<file path="config.mk">
export PLATFORM = sky130hd
export DESIGN_NAME = regfile_wport_sched_flat
export DESIGN_NICKNAME = d
export VERILOG_FILES = /design/src/rtl/regfile_wport_sched_if.sv /design/src/rtl/regfile_wport_sched.sv /design/src/flat_wrapper.sv
export SDC_FILE = /design/constraint.sdc
export NUM_CORES = 1
export LEC_CHECK = 0
export ABC_AREA = 1
export CAP_MARGIN = 20
export CORE_ASPECT_RATIO = 2
export CORE_MARGIN = 2
export CORE_UTILIZATION = 35
export CTS_BUF_LIST = sky130_fd_sc_hd__clkbuf_8
export CTS_CLUSTER_SIZE = 25
export DETAILED_ROUTE_END_ITERATION = 10
export PLACE_DENSITY = 0.72
export SLEW_MARGIN = 20
export SYNTH_ARGS = -nofsm -noshare
export SYNTH_HDL_FRONTEND = slang
export SYNTH_SLANG_ARGS = --single-unit
</file>
<file path="constraint.sdc">
create_clock -name clk -period 2.1 [get_ports clk]
set_input_delay 0.315 -clock clk [delete_from_list [all_inputs] [get_ports clk]]
set_output_delay 0.315 -clock clk [all_outputs]
set_load 0.005 [all_outputs]
</file>
<file path="src/rtl/regfile_wport_sched_if.sv">
// regfile_wport_sched_if: WB/LU write requests, LU issue, ID sources, and register-file write/hazard/hold/error outputs
interface regfile_wport_sched_if;
  logic wb_valid;
  logic [4:0] wb_addr;
  logic [31:0] wb_data;
  logic lu_valid;
  logic [4:0] lu_addr;
  logic [31:0] lu_data;
  logic lu_ready;
  logic issue_valid;
  logic [4:0] issue_rd;
  logic [4:0] id_rs1_addr;
  logic [4:0] id_rs2_addr;
  logic [4:0] id_rd_addr;
  logic hazard_stall;
  logic pipe_hold;
  logic reg_write;
  logic [4:0] wt_addr;
  logic [31:0] wt_data;
  logic protocol_err;
  modport slave (
    input wb_valid, wb_addr, wb_data, lu_valid, lu_addr, lu_data,
    input issue_valid, issue_rd, id_rs1_addr, id_rs2_addr, id_rd_addr,
    output lu_ready, hazard_stall, pipe_hold, reg_write, wt_addr, wt_data, protocol_err
  );
  modport master (
    output wb_valid, wb_addr, wb_data, lu_valid, lu_addr, lu_data,
    output issue_valid, issue_rd, id_rs1_addr, id_rs2_addr, id_rd_addr,
    input lu_ready, hazard_stall, pipe_hold, reg_write, wt_addr, wt_data, protocol_err
  );
endinterface

</file>
<file path="src/rtl/regfile_wport_sched.sv">
// regfile_wport_sched: WB-priority register-file write port mux with LU scoreboard, hazard stall and starvation hold (ports: clk, rst, bus slave)
module regfile_wport_sched #(
  parameter int MAX_WAIT = 4,
  parameter bit BYPASS_CLEAR = 1
) (
  input logic clk,
  input logic rst,
  regfile_wport_sched_if.slave bus
);
  typedef enum logic [1:0] {IDLE, WAIT, HOLD} state_t;
  state_t state, state_n;
  logic [3:0] wait_cnt, cnt_n, cnt_inc;
  logic [31:0] busy, set_v, clr_v, busy_eff;
  logic hs, denied, err, err_n;
  assign hs = !bus.wb_valid && bus.lu_valid;
  assign denied = bus.wb_valid && bus.lu_valid;
  assign bus.lu_ready = hs;
  assign bus.wt_addr = bus.wb_valid ? bus.wb_addr : bus.lu_valid ? bus.lu_addr : 5'd0;
  assign bus.wt_data = bus.wb_valid ? bus.wb_data : bus.lu_valid ? bus.lu_data : 32'd0;
  assign bus.reg_write = bus.wb_valid ? bus.wb_addr != 5'd0 : hs && bus.lu_addr != 5'd0;
  assign set_v = (bus.issue_valid && bus.issue_rd != 5'd0) ? 32'd1 << bus.issue_rd : 32'd0;
  assign clr_v = hs ? 32'd1 << bus.lu_addr : 32'd0;
  // register file writes on negedge, so ID already sees a value retiring this cycle
  assign busy_eff = BYPASS_CLEAR ? busy & ~clr_v : busy;
  assign bus.hazard_stall = busy_eff[bus.id_rs1_addr] || busy_eff[bus.id_rs2_addr] || busy_eff[bus.id_rd_addr];
  assign bus.pipe_hold = state == HOLD;
  assign bus.protocol_err = err;
  assign cnt_inc = wait_cnt + 4'd1;
  always_comb begin
    state_n = !denied ? IDLE : (state == HOLD || cnt_inc == 4'(MAX_WAIT)) ? HOLD : WAIT;
    cnt_n = !denied ? 4'd0 : state == HOLD ? wait_cnt : cnt_inc;
    err_n = err
      || (bus.wb_valid && state == HOLD)
      || ((set_v & busy & ~clr_v) != 32'd0)
      || (hs && bus.lu_addr != 5'd0 && !busy[bus.lu_addr]);
  end
  always_ff @(posedge clk) begin
    if (rst) begin
      state <= IDLE;
      wait_cnt <= 4'd0;
      busy <= 32'd0;
      err <= 1'b0;
    end else begin
      state <= state_n;
      wait_cnt <= cnt_n;
      busy <= ((busy & ~clr_v) | set_v) & ~32'd1;
      err <= err_n;
    end
  end
endmodule

</file>
<file path="src/flat_wrapper.sv">
// flat-port wrapper written by rule: the top's interface ports become plain ports
module regfile_wport_sched_flat 
#(
  parameter int MAX_WAIT = 4,
  parameter bit BYPASS_CLEAR = 1
)
  (clk, rst, bus_wb_valid, bus_wb_addr, bus_wb_data, bus_lu_valid, bus_lu_addr, bus_lu_data, bus_issue_valid, bus_issue_rd, bus_id_rs1_addr, bus_id_rs2_addr, bus_id_rd_addr, bus_lu_ready, bus_hazard_stall, bus_pipe_hold, bus_reg_write, bus_wt_addr, bus_wt_data, bus_protocol_err);
  regfile_wport_sched_if bus_i ();
  input logic clk;
  input logic rst;
  input wire logic [$bits(bus_i.wb_valid)-1:0] bus_wb_valid;
  input wire logic [$bits(bus_i.wb_addr)-1:0] bus_wb_addr;
  input wire logic [$bits(bus_i.wb_data)-1:0] bus_wb_data;
  input wire logic [$bits(bus_i.lu_valid)-1:0] bus_lu_valid;
  input wire logic [$bits(bus_i.lu_addr)-1:0] bus_lu_addr;
  input wire logic [$bits(bus_i.lu_data)-1:0] bus_lu_data;
  input wire logic [$bits(bus_i.issue_valid)-1:0] bus_issue_valid;
  input wire logic [$bits(bus_i.issue_rd)-1:0] bus_issue_rd;
  input wire logic [$bits(bus_i.id_rs1_addr)-1:0] bus_id_rs1_addr;
  input wire logic [$bits(bus_i.id_rs2_addr)-1:0] bus_id_rs2_addr;
  input wire logic [$bits(bus_i.id_rd_addr)-1:0] bus_id_rd_addr;
  output wire logic [$bits(bus_i.lu_ready)-1:0] bus_lu_ready;
  output wire logic [$bits(bus_i.hazard_stall)-1:0] bus_hazard_stall;
  output wire logic [$bits(bus_i.pipe_hold)-1:0] bus_pipe_hold;
  output wire logic [$bits(bus_i.reg_write)-1:0] bus_reg_write;
  output wire logic [$bits(bus_i.wt_addr)-1:0] bus_wt_addr;
  output wire logic [$bits(bus_i.wt_data)-1:0] bus_wt_data;
  output wire logic [$bits(bus_i.protocol_err)-1:0] bus_protocol_err;
  assign bus_i.wb_valid = bus_wb_valid;
  assign bus_i.wb_addr = bus_wb_addr;
  assign bus_i.wb_data = bus_wb_data;
  assign bus_i.lu_valid = bus_lu_valid;
  assign bus_i.lu_addr = bus_lu_addr;
  assign bus_i.lu_data = bus_lu_data;
  assign bus_i.issue_valid = bus_issue_valid;
  assign bus_i.issue_rd = bus_issue_rd;
  assign bus_i.id_rs1_addr = bus_id_rs1_addr;
  assign bus_i.id_rs2_addr = bus_id_rs2_addr;
  assign bus_i.id_rd_addr = bus_id_rd_addr;
  assign bus_lu_ready = bus_i.lu_ready;
  assign bus_hazard_stall = bus_i.hazard_stall;
  assign bus_pipe_hold = bus_i.pipe_hold;
  assign bus_reg_write = bus_i.reg_write;
  assign bus_wt_addr = bus_i.wt_addr;
  assign bus_wt_data = bus_i.wt_data;
  assign bus_protocol_err = bus_i.protocol_err;
  regfile_wport_sched #(.MAX_WAIT(MAX_WAIT), .BYPASS_CLEAR(BYPASS_CLEAR)) u_core (.clk(clk), .rst(rst), .bus(bus_i));
endmodule
</file>
Yosys cells after proc, flatten, opt, wreduce, memory -nomap -nowiden
Cells that the tools add are included. Widths: inputs -> output; s select.

Register bits after elaboration: 39. Bits of input ports: 99. Output and inout port bits: 42.

Add/subtract/negate cells: 1. Magnitude comparators: 4. Equal/unequal tests: 2. Shift operators: 2. Muxes and demuxes: 16. Bitwise operators: 6. Reductions and logical operators: 19.

Operators with widths (number): $mux 32 (4); $and 32x32->32 (3); $shl 1x5->32 const A (2); $not 32->32 (1); $or 32x32->32 (1); $reduce_bool 32->1 (1); $lt 5x6->1 const B (4); $bmux 1 s5 (4); $reduce_bool 5->1 (3); $mux 5 (2); $logic_and 1x1->1 (6); $logic_or 1x1->1 (6); $mux 1 (5); $add 4x1->4 const B (1); $eq 4x3->1 const B (1); $eq 2x2->1 const B (1); $logic_not 1->1 (2); $mux 2 (1); $reduce_or 2->1 (1); $not 1->1 (1).

Depth between registers and ports, before layout
Depth in word-level cells: 9. Gate-level depth with buffers: 15. Depth with buffers taken out: 14.

Worst setup path before layout
Ideal clock, no wire load.

Path type: input-to-output. From: input port bus_wb_valid. To: output port bus_hazard_stall. Arrival: 1.445 ns. Required time: 1.785 ns. Path slack: 0.340 ns. Stages on the path: 14. Path buffers: 2. Cell sequence: buf_6 inv_2 nand2_2 nor2_4 buf_4 nand2_1 nand2_1 nand2_1 nand3_1 nand2_1 nand3_1 nand3_1 nand2_1 nand3_1.

Cells in the longest elaborated chain, start to end: 9. Elaborated cells on any way between the ends: 13. Those cells by class: mux: 7; bitwise: 2; reduce/logical: 4.

RTL lines: from (decl) (line flat_wrapper.sv:11) `input wire logic [$bits(bus_i.wb_valid)-1:0] bus_wb_valid;`; $logic_not 1->1 (*) (line regfile_wport_sched.sv:15) `assign hs = !bus.wb_valid && bus.lu_valid;`; $logic_and 1x1->1 (*) (line regfile_wport_sched.sv:15); $mux 32 (*) (line regfile_wport_sched.sv:22) `assign clr_v = hs ? 32'd1 << bus.lu_addr : 32'd0;`; $not 32->32 (*) (line regfile_wport_sched.sv:24) `assign busy_eff = BYPASS_CLEAR ? busy & ~clr_v : busy;`; $and 32x32->32 (*) (line regfile_wport_sched.sv:24); $bmux 1 s5 (line regfile_wport_sched.sv:25) `assign bus.hazard_stall = busy_eff[bus.id_rs1_addr] || busy_eff[bus.id_rs2_addr] || busy_eff[bus.id_rd_addr];`; $mux 1 (not written as such) (line regfile_wport_sched.sv:25); $logic_or 1x1->1 (line regfile_wport_sched.sv:25); $logic_or 1x1->1 (*) (line regfile_wport_sched.sv:25); to (decl) (line flat_wrapper.sv:23) `output wire logic [$bits(bus_i.hazard_stall)-1:0] bus_hazard_stall;`.

Every way passes the cells marked *; elsewhere a longest branch is shown, timed or not. The select of a mux whose other input is x is not followed.

Final worst setup path
Ends and elaborated chain as after synthesis.

==> impl_metrics.py <==
metrics = {
    "cells_and_area": {
        "seq_area_um2": 761,
        "fin_util_pct": 66.3,
        "multi_input_area_um2": 3240,
        "syn2layout_area_growth_pct": 84.6,
        "final_cell_area_um2": 7250,
        "nets": 1085,
        "fin_cells": 1127,
        "layout-drive-gt1-share_pct": 29.9,
        "fill_cells": 991,
    },
    "timing": {
        "slew_headroom_pct": 74.3,
        "drv_slew": 0,
        "fmax_mhz": 451,
        "hold_ws_ns": 0.459,
        "post-route-period-util_pct": 105,
        "setup_slack_ns": -0.115,
        "period_needed_ns": 2.22,
        "setup_viol": 1,
        "hold_viol_final": 0,
        "rsz0062_at_grt": "true",
        "clock_skew_ns": 0.00693,
        "worstMarginPinSlew_ns": 0.385,
    },
    "critical_path": {
        "critPathKind": "primary input to primary output",
        "cp-start-kind": "primary input",
        "cp_max_fo": 4,
        "rr_startpoint": "u_core.busy[28]",
        "critPathArrivalTime_ns": 1.90,
        "critPathRequiredTime_ns": 1.78,
        "crit_path_start": "bus_wb_valid",
        "setup.worst_path.end_class": "primary output",
    },
    "synthesis": {
        "seq_area_frac_synth_pct": 19.4,
        "synth-main-ff-cell": "dfxtp_1",
        "syn_area_um2": 3930,
        "synth.distinct_cells": 39,
        "synth_warnings": 0,
        "synth_cells": 710,
        "synth_area_per_cell_um2": 5.53,
        "synthesis.nets": 810,
        "synth_edf_count": 0,
        "ys_ff_latch": 38,
        "async_reset_ff_share_pct": 0,
    },
    "place": {
        "placed_area_um2": 6360,
        "dp_worst_setup_slack_ns": -0.957,
        "place_inst": 1095,
        "place_hpwl_um": 16100,
        "gp_congestion": 1.15,
        "io_buffers": 140,
    },
    "grt": {
        "grt_max_degree": 40,
        "grt_pass1_wl_um": 31200,
        "track_usage_pct": 33.8,
        "antenna_found_initial": 1,
        "grt_pass1_vias": 5938,
        "gr-total-overflow": 0,
    },
    "die": {
        "pin_count": 141,
        "die_area_um2": 12100,
        "dieHeight_um": 154,
        "initial_core_util_pct": 35.9,
        "rows": 54,
        "core_um2": 10900,
        "die_x_um": 78.9,
    },
    "run_status": {
        "violations": "negative setup slack",
        "status": "finished, violations left",
    },
    "pwr": {
        "sequentialPowerShare_pct": 32.6,
        "p_switching_w": 0.000774,
        "p_clk_share_pct": 24.6,
        "p_leak_nw": 3.14,
        "pwr-share-comb_pct": 42.8,
        "swShare_pct": 33.9,
        "power.density_nw_per_um2": 315,
        "cellInternalPower_w": 0.00151,
        "peakVddDrop_uv": 317,
    },
    "cts": {
        "cts_root_buf": "clkbuf_8",
        "h-tree-depth": 2,
        "clk_transition_reported_paths_ns": 0.07,
        "clock_sinks": 38,
        "worstSkewPairLatency_ns": 0.31,
        "cts_buffers": 5,
        "cts_tree": "yes",
        "cts_buffer_depth": 2,
    },
    "routing": {
        "drc": 0,
        "dr.pass1.iters": 5,
        "postRouteAntennaNets": 0,
        "via_per_inst": 5.50,
        "wire_per_inst_um": 18.8,
        "drtIter0Drc": 554,
        "routed_wl_um": 21100,
        "vias": 6198,
    },
    "run": {
        "drv_cap": 0,
    },
    "min_path": {
        "hold_start": "bus_lu_valid",
        "hold_class": "primary input to register",
    },
}
[final cells by class]
type                            count  share of cell area, %
Antenna cell                        1                 0.0345
Tap cell                          140                   2.41
Sequential cell                    38                   10.5
Clock inverter                      2                  0.172
Timing Repair Buffer              297                   36.8
Clock buffer                        6                   1.14
Multi-Input combinational cell    567                   44.7
Inverter                           76                   4.26
[registers in the layout, summed over array words and instances, names as in the netlist]
signal                   count
u_core.busy                 31
u_core.bus.protocol_err      1
u_core.state                 2
u_core.wait_cnt              4
[metrics by stage]
step / power (W) / setup TNS, ns
after floorplan: 0.00109 / 0
after global placement: 0.00161 / -14.02
after detailed placement: 0.00161 / -14.67
after CTS: 0.00223 / -0.0576
after global routing: 0.00237 / -0.229
final: 0.00229 / -0.115
[synth_stat cells (2+ instances only)]
| cell type | count | share of area, % |
|---|---|---|
| a21boi_0 | 2 | 0.38 |
| a21oi_1 | 33 | 4.2 |
| a22o_1 | 32 | 7.1 |
| a22oi_1 | 4 | 0.76 |
| buf_1 | 4 | 0.38 |
| buf_2 | 5 | 0.64 |
| buf_4 | 8 | 1.5 |
| clkbuf_1 | 10 | 0.96 |
| clkinv_1 | 4 | 0.38 |
| dfxtp_1 | 38 | 19 |
| inv_1 | 65 | 6.2 |
| inv_2 | 5 | 0.48 |
| inv_4 | 2 | 0.32 |
| nand2_1 | 200 | 19 |
| nand2_2 | 5 | 0.80 |
| nand3_1 | 111 | 14 |
| nand3_2 | 3 | 0.76 |
| nand3b_1 | 2 | 0.38 |
| nand4_1 | 8 | 1.3 |
| nor2_1 | 118 | 11 |
| nor2_2 | 4 | 0.64 |
| nor2_4 | 3 | 0.86 |
| nor3_1 | 8 | 1.0 |
| o21ai_0 | 13 | 1.7 |
| o21ai_1 | 6 | 0.76 |
| o21ai_2 | 2 | 0.45 |
| o21bai_1 | 3 | 0.57 |
[layout by cell type (no fill, tap or decap), types with 8 or more instances in the layout]
| cell type | synthesis | final |
|---|---|---|
| nor2_1 | 118 | 97 |
| buf_4 | 8 | 140 |
| nand2_1 | 200 | 163 |
| buf_6 | 1 | 19 |
| nand4_1 | 8 | 8 |
| nor2_2 | 4 | 12 |
| inv_1 | 65 | 62 |
| nand3_2 | 3 | 19 |
| o21ai_0 | 13 | 12 |
| a21oi_1 | 33 | 32 |
| a22o_1 | 32 | 32 |
| dfxtp_1 | 38 | 38 |
| nand3_1 | 111 | 87 |
| nand2_2 | 5 | 28 |
| nand2_4 | 0 | 13 |
| nand3_4 | 1 | 9 |
| nor2_4 | 3 | 16 |
| clkdlybuf4s50_1 | 0 | 124 |
[critical path, cell delays in order]
cell and delay, ns:
buf_6 0.11, buf_6 0.12, nor2_8 0.18, buf_12 0.14, buf_6 0.12, nand3_4 0.09, nand3_2 0.07, nand2_1 0.06
a21oi_2 0.14, nand2_1 0.08, nand3_2 0.09, nand3_2 0.09, nand2_2 0.07, nand3_2 0.09, buf_2 0.13
[power groups by stage]
stage | Clock, W | Sequential, W | Combinational (W)
final | 0.000562 | 0.000744 | 0.000978
after global routing | 0.000587 | 0.000745 | 0.00104
after CTS | 0.000563 | 0.000743 | 0.000925
after detailed placement | 0 | 0.000759 | 0.000854
after global placement | 0 | 0.000758 | 0.000847
after floorplan | 0 | 0.000754 | 0.000340
[per-layer routing]
| metal | wire length, um | track usage [%] | share of wire (%) | vias to the layer above |
|---|---|---|---|---|
| met1 | 6380 | 31.0 | 30 | 2757 |
| met5 | 0 | 0 | 0 | - |
| met2 | 10900 | 63.9 | 51 | 423 |
| met4 | 1940 | 24.6 | 9.2 | 0 |
| li1 | - | - | - | 2886 |
| met3 | 1940 | 6.10 | 9.2 | 132 |
[kinds of logic after synthesis]
group / after synthesis / share of synthesized area (%)
XOR/XNOR: 1 / 0.223
buffers and inverters: 105 / 11.6
flip-flops: 38 / 19.4
adder cells (fa/ha/maj): 1 / 0.318
AO/OA/AOI/OAI: 99 / 16.9
AND/OR/NAND/NOR: 466 / 51.6
[final timing paths]
check	endpoint	slack (ns)	depth (start not counted)
hold reg to reg	u_core.wait_cnt[3]	0.49	2
hold / removal	u_core.wait_cnt[3]	0.46	3
setup / recovery	bus_hazard_stall	-0.12	15
setup reg to reg	u_core.bus.protocol_err	0.44	12
[timing repair]
action / 4_1_cts / 5_1_grt
endpoints found under the hold margin: 0 / 0
resized for setup: 154 / 61
pin swaps: 46 / 38
cloned: 1 / 0
buffers inserted: 17 / 7
endpoints found under the setup margin: 41 / 4
hold buffers: 0 / 0
Note: power is estimated with default switching activity, not from simulation.
